===== config.mk =====
export PLATFORM = sky130hd
export DESIGN_NAME = mem_port_arbiter
export DESIGN_NICKNAME = d
export VERILOG_FILES = /design/src/rtl/mem_port_arbiter_pkg.sv /design/src/rtl/mem_port_arbiter.sv
export SDC_FILE = /design/constraint.sdc
export NUM_CORES = 1
export LEC_CHECK = 0
export ABC_AREA = 1
export CAP_MARGIN = 20
export CORE_AREA = 8 8 79 81
export DETAILED_ROUTE_END_ITERATION = 8
export DIE_AREA = 0 0 87 89
export DONT_BUFFER_PORTS = 1
export GPL_TIMING_DRIVEN = 0
export SKIP_CTS_REPAIR_TIMING = 1
export SYNTH_ARGS = -nofsm -noshare
export SYNTH_HDL_FRONTEND = slang
export SYNTH_SLANG_ARGS = --single-unit

===== constraint.sdc =====
create_clock -name clk -period 1.7 [get_ports clk]
set_clock_uncertainty 0.2 [all_clocks]
set_input_delay 0.34 -clock clk [delete_from_list [all_inputs] [get_ports clk]]
set_output_delay 0.34 -clock clk [all_outputs]
set_load 0.01 [all_outputs]

===== src/rtl/mem_port_arbiter_pkg.sv =====
// Shared core-wide definitions for the unified-memory port arbiter:
// default bus widths, response-owner encoding and the grant selector type.
package mem_port_arbiter_pkg;

    localparam int DEF_ADDR_W = 16;
    localparam int DEF_DATA_W = 32;

    // Owner of an in-flight read response
    localparam logic OWN_IF = 1'b0;
    localparam logic OWN_D  = 1'b1;

    // Which port (if any) owns the memory this cycle
    typedef enum logic [1:0] {
        GNT_NONE = 2'd0,
        GNT_IF   = 2'd1,
        GNT_D    = 2'd2
    } gnt_sel_e;

endpackage


===== src/rtl/mem_port_arbiter.sv =====
// Single-port memory arbiter for the rv32i core: instruction fetch and
// load/store share one synchronous memory. Data wins over fetch, but only
// for MAX_D_RUN consecutive grants while a fetch is waiting. Read data
// comes back one cycle after grant with a valid pulse to the owning port.
module mem_port_arbiter
    import mem_port_arbiter_pkg::*;
#(
    parameter int ADDR_W    = DEF_ADDR_W,
    parameter int DATA_W    = DEF_DATA_W,
    parameter int MAX_D_RUN = 4
) (
    input  logic              clk,
    input  logic              rst,
    input  logic              if_req,
    input  logic [ADDR_W-1:0] if_addr,
    output logic              if_gnt,
    output logic              if_rvalid,
    output logic [DATA_W-1:0] if_rdata,
    input  logic              d_req,
    input  logic              d_we,
    input  logic [ADDR_W-1:0] d_addr,
    input  logic [DATA_W-1:0] d_wdata,
    output logic              d_gnt,
    output logic              d_rvalid,
    output logic [DATA_W-1:0] d_rdata,
    output logic              mem_en,
    output logic              mem_we,
    output logic [ADDR_W-1:0] mem_addr,
    output logic [DATA_W-1:0] mem_wdata,
    input  logic [DATA_W-1:0] mem_rdata
);

    // The run counter never needs to exceed 15
    localparam logic [3:0] MAX_CNT = 4'(MAX_D_RUN);

    gnt_sel_e   gnt_sel;
    logic [3:0] d_run_cnt_d, d_run_cnt_q;
    logic       resp_valid_d, resp_valid_q;
    logic       resp_owner_d, resp_owner_q;

    // Arbitration: data first unless its run has starved a waiting fetch
    always_comb begin
        gnt_sel = GNT_NONE;
        if (d_req && (!if_req || (d_run_cnt_q < MAX_CNT))) begin
            gnt_sel = GNT_D;
        end else if (if_req) begin
            gnt_sel = GNT_IF;
        end else begin
            gnt_sel = GNT_NONE;
        end
    end

    // Memory drive and grant strobes from the selected port
    always_comb begin
        if_gnt    = 1'b0;
        d_gnt     = 1'b0;
        mem_en    = 1'b0;
        mem_we    = 1'b0;
        mem_addr  = '0;
        mem_wdata = '0;
        case (gnt_sel)
            GNT_IF: begin
                if_gnt   = 1'b1;
                mem_en   = 1'b1;
                mem_addr = if_addr;
            end
            GNT_D: begin
                d_gnt     = 1'b1;
                mem_en    = 1'b1;
                mem_we    = d_we;
                mem_addr  = d_addr;
                mem_wdata = d_wdata;
            end
            default: begin
                if_gnt = 1'b0;
                d_gnt  = 1'b0;
            end
        endcase
    end

    // Next-state for the starvation counter and response tracker
    always_comb begin
        d_run_cnt_d  = d_run_cnt_q;
        resp_valid_d = 1'b0;
        resp_owner_d = resp_owner_q;

        // Counter only measures data runs that actually block a fetch
        if (!if_req || (gnt_sel == GNT_IF)) begin
            d_run_cnt_d = 4'd0;
        end else if ((gnt_sel == GNT_D) && (d_run_cnt_q < MAX_CNT)) begin
            d_run_cnt_d = d_run_cnt_q + 4'd1;
        end else begin
            d_run_cnt_d = d_run_cnt_q;
        end

        // Stores grant the memory but produce no response
        if (gnt_sel == GNT_IF) begin
            resp_valid_d = 1'b1;
            resp_owner_d = OWN_IF;
        end else if (gnt_sel == GNT_D) begin
            resp_valid_d = ~d_we;
            resp_owner_d = OWN_D;
        end else begin
            resp_valid_d = 1'b0;
            resp_owner_d = resp_owner_q;
        end
    end

    // State registers; reset discards any response still in flight
    always_ff @(posedge clk or posedge rst) begin
        if (rst) begin
            d_run_cnt_q  <= 4'd0;
            resp_valid_q <= 1'b0;
            resp_owner_q <= OWN_IF;
        end else begin
            d_run_cnt_q  <= d_run_cnt_d;
            resp_valid_q <= resp_valid_d;
            resp_owner_q <= resp_owner_d;
        end
    end

    // Read data is shared; the per-port valid decides who consumes it
    assign if_rvalid = resp_valid_q & (resp_owner_q == OWN_IF);
    assign d_rvalid  = resp_valid_q & (resp_owner_q == OWN_D);
    assign if_rdata  = mem_rdata;
    assign d_rdata   = mem_rdata;

endmodule


==> out/metrics.cfg <==
[min_path]
hold_path_end = d_run_cnt_q[2]$_DFFE_PP0P_
hp-class = input port to flip-flop
hold_depth = 2
min_from = if_req

[clocking]
insertion_delay_ns = 0.22
htree_num_levels = 1
clockBufferDepth = 2
clock-sinks = 6
root_buffer = clkbuf_8
cts_buffers = 3
clk_pin_slew_ns = 0.03
cts_tree = built

[pwr]
power_density_mw_per_mm2 = 475.6
p_total_uw = 829.5
seqPwrFrac_pct = 18.8
power_frac_comb_pct = 56.6
peakVddDrop_mv = 0.2009
p_clk_share_pct = 24.6
p_switching_uw = 332.3
leakage_uw = 0.0009727
internal-power_uw = 497.3
switching_share_pct = 40.05

[route]
wl_per_cell_um = 19.73
drcViolationCount = 0
antenna_left = 0
viasPerCell = 4.221
vias = 1258
drt-total-wl_um = 5881
firstDrtPassIters = 4
dr.first_iter.drc_count = 11

[global_routing]
grt_antenna_before_repair = 0
grt_max_degree = 11
grt_use_met3_pct = 8.732
grtUsageMet2_pct = 22.55
top_usage_layer = met2
grtUsageMet1_pct = 11.03
grt_util_all_layers_pct = 12.37
grt_pass1_vias = 1406
grt_pass1_wl_um = 7583
grt_overflow = 0

[timing]
setup_ws_ns = -0.2086
whs_ns = 0.1222
max_freq_mhz = 523.9
period_share_pct = 112.3
finalSetupViolations = 51
min_period_ns = 1.909
slew_violations = 0
rsz0062_at_grt = yes
hold_viol_final = 0

[final_layout]
drive_above_1_share_pct = 60.09
diodes = 0
nNetsFinal = 332
design_area_sq_mm = 0.001744
final_common_cell = buf_4
layout_common_cells = buf_4, inv_1, nand2_1
syn_to_final_growth_pct = 29.07

[critical_path]
crit_cells = 4
path_cells = o21ai_4 > nand2_4 > buf_6 > nor2_2
cp.arrival_ns = 1.37
worst_path_dominant_cell_family = flip-flops
crit_buf_inv = 1
crit_path_end_kind = primary output
cpPeakStageDelay_ns = 0.42
crit_start = d_run_cnt_q[2]$_DFFE_PP0P_
cp-start-kind = flip-flop
r2r_slack_ns = 0.37
required_ns = 1.16
critical-path-slowest-cell = dfrtp_2
critical_path.max_fanout = 10
crit_type = flip-flop to primary output
r2r-end = resp_valid_q$_DFF_PP0_
rr_worst_depth = 6
r2r-start = d_run_cnt_q[2]$_DFFE_PP0P_

[floorplan]
rows = 26
die_w_um = 87
core_sq_mm = 0.004977
initial_core_util_pct = 27.15
dieHeight_um = 89
die_area_sq_mm = 0.007743
boundaryPins = 219

[logic_synthesis]
synth-simple-area-share_pct = 33.52
synth.cell_area_sq_mm = 0.001351
syn-mean-instance-area_sq_um = 6.256
synthAdderAreaFrac_pct = 0.9259
yosys_warnings = 0
synth_top_family_by_area = buffers and inverters
synth_cell_types = 15
synth-xor-area-share_pct = 0.6481
yosys_register_bits = 6
ys_seq_area_share_pct = 11.11
synth_compound_area_share_pct = 2.407
syn_nets = 318
synthCells = 216
muxShareOfSynthArea_pct = 0

[placed_design]
globalplace.congestion = 0.7152
place_ws_ns = -0.1725
place_area_sq_mm = 0.001439
hpwl_um = 5224
io_buffer_count = 0

[status]
status = complete, but fails checks
violations = setup timing

[job]
maxCapViolCount = 0

[cells in the mapped netlist (all sizes together)]
library cell / number / area share, %
nand2: 38 / 11
inv: 40 / 11
a21oi: 1 / 1.2
nor2: 38 / 16
ha: 1 / 0.93
nand3: 18 / 6.7
xnor2: 1 / 0.65
buf: 71 / 40
o21ai: 1 / 1.2
conb: 1 / 0.28
dfrtp: 6 / 11
[worst reg2reg max path: cells and delay by family (launching register included)]
| family | cells | cell delay [ns] |
|---|---|---|
| AO/OA/AOI/OAI | 1 | 0.09 |
| buffers and inverters | 3 | 0.35 |
| flip-flops | 1 | 0.42 |
| AND/OR/NAND/NOR | 2 | 0.16 |
[metal layers]
metal / wire (um) / part of all wire [%] / vias to the layer above
li1: - / - / 582
met1: 1681 / 29 / 542
met2: 3112 / 53 / 132
met3: 1069 / 18 / 2
met4: 17 / 0.29 / 0
met5: 0 / 0 / -
[kinds of logic (layout without fill, tap and decap cells)]
family,Yosys count,after routing
buffers and inverters,111,123
and+or+nand+nor,94,94
DFF,6,6
AOI/OAI and AO/OA,2,2
adders and majority gates,1,1
other,1,1
xor gates and xnor gates,1,1
[flip-flops by register name, indices dropped and copies added, names as in the netlist]
register	count
d_run_cnt_q	4
resp_owner_q	1
resp_valid_q	1
[cell type report]
class / count / area (sq um)
fillers: 541 / 3233
multi-input cells: 99 / 658.1
plain buffers: 71 / 559.3
flip-flops and latches: 6 / 152.6
inverters: 40 / 150.1
repair buffers: 9 / 95.09
well taps: 70 / 87.58
clock buffers: 3 / 41.29
[power by group through the flow]
stage	Clock (uW)	Combinational, uW	Sequential, uW
5_1_grt	221	509	157
2_1_floorplan	0	344	156
6_report	204	470	156
4_1_cts	213	410	155
3_5_place_dp	0	409	157
3_3_place_gp	0	409	157
[how the worst max path moves through the flow]
stage                     to  slack [ns]
6_report       mem_wdata[17]       -0.21
5_1_grt          mem_addr[7]       -0.26
4_1_cts        mem_wdata[25]       -0.41
3_5_place_dp   mem_wdata[25]       -0.17
3_3_place_gp   mem_wdata[25]       -0.18
2_1_floorplan    mem_addr[0]        0.11
[metrics by stage]
stage               setup TNS (ns)  util [%]  cells
floorplan                        0         -    216
global placement            -4.333     28.91    286
detailed placement          -3.831     28.91    286
CTS                         -15.14     29.74    289
global route                -11.62     35.04    298
finish                      -8.713     35.04    298
No activity file was read; power rests on OpenSTA's default activity.
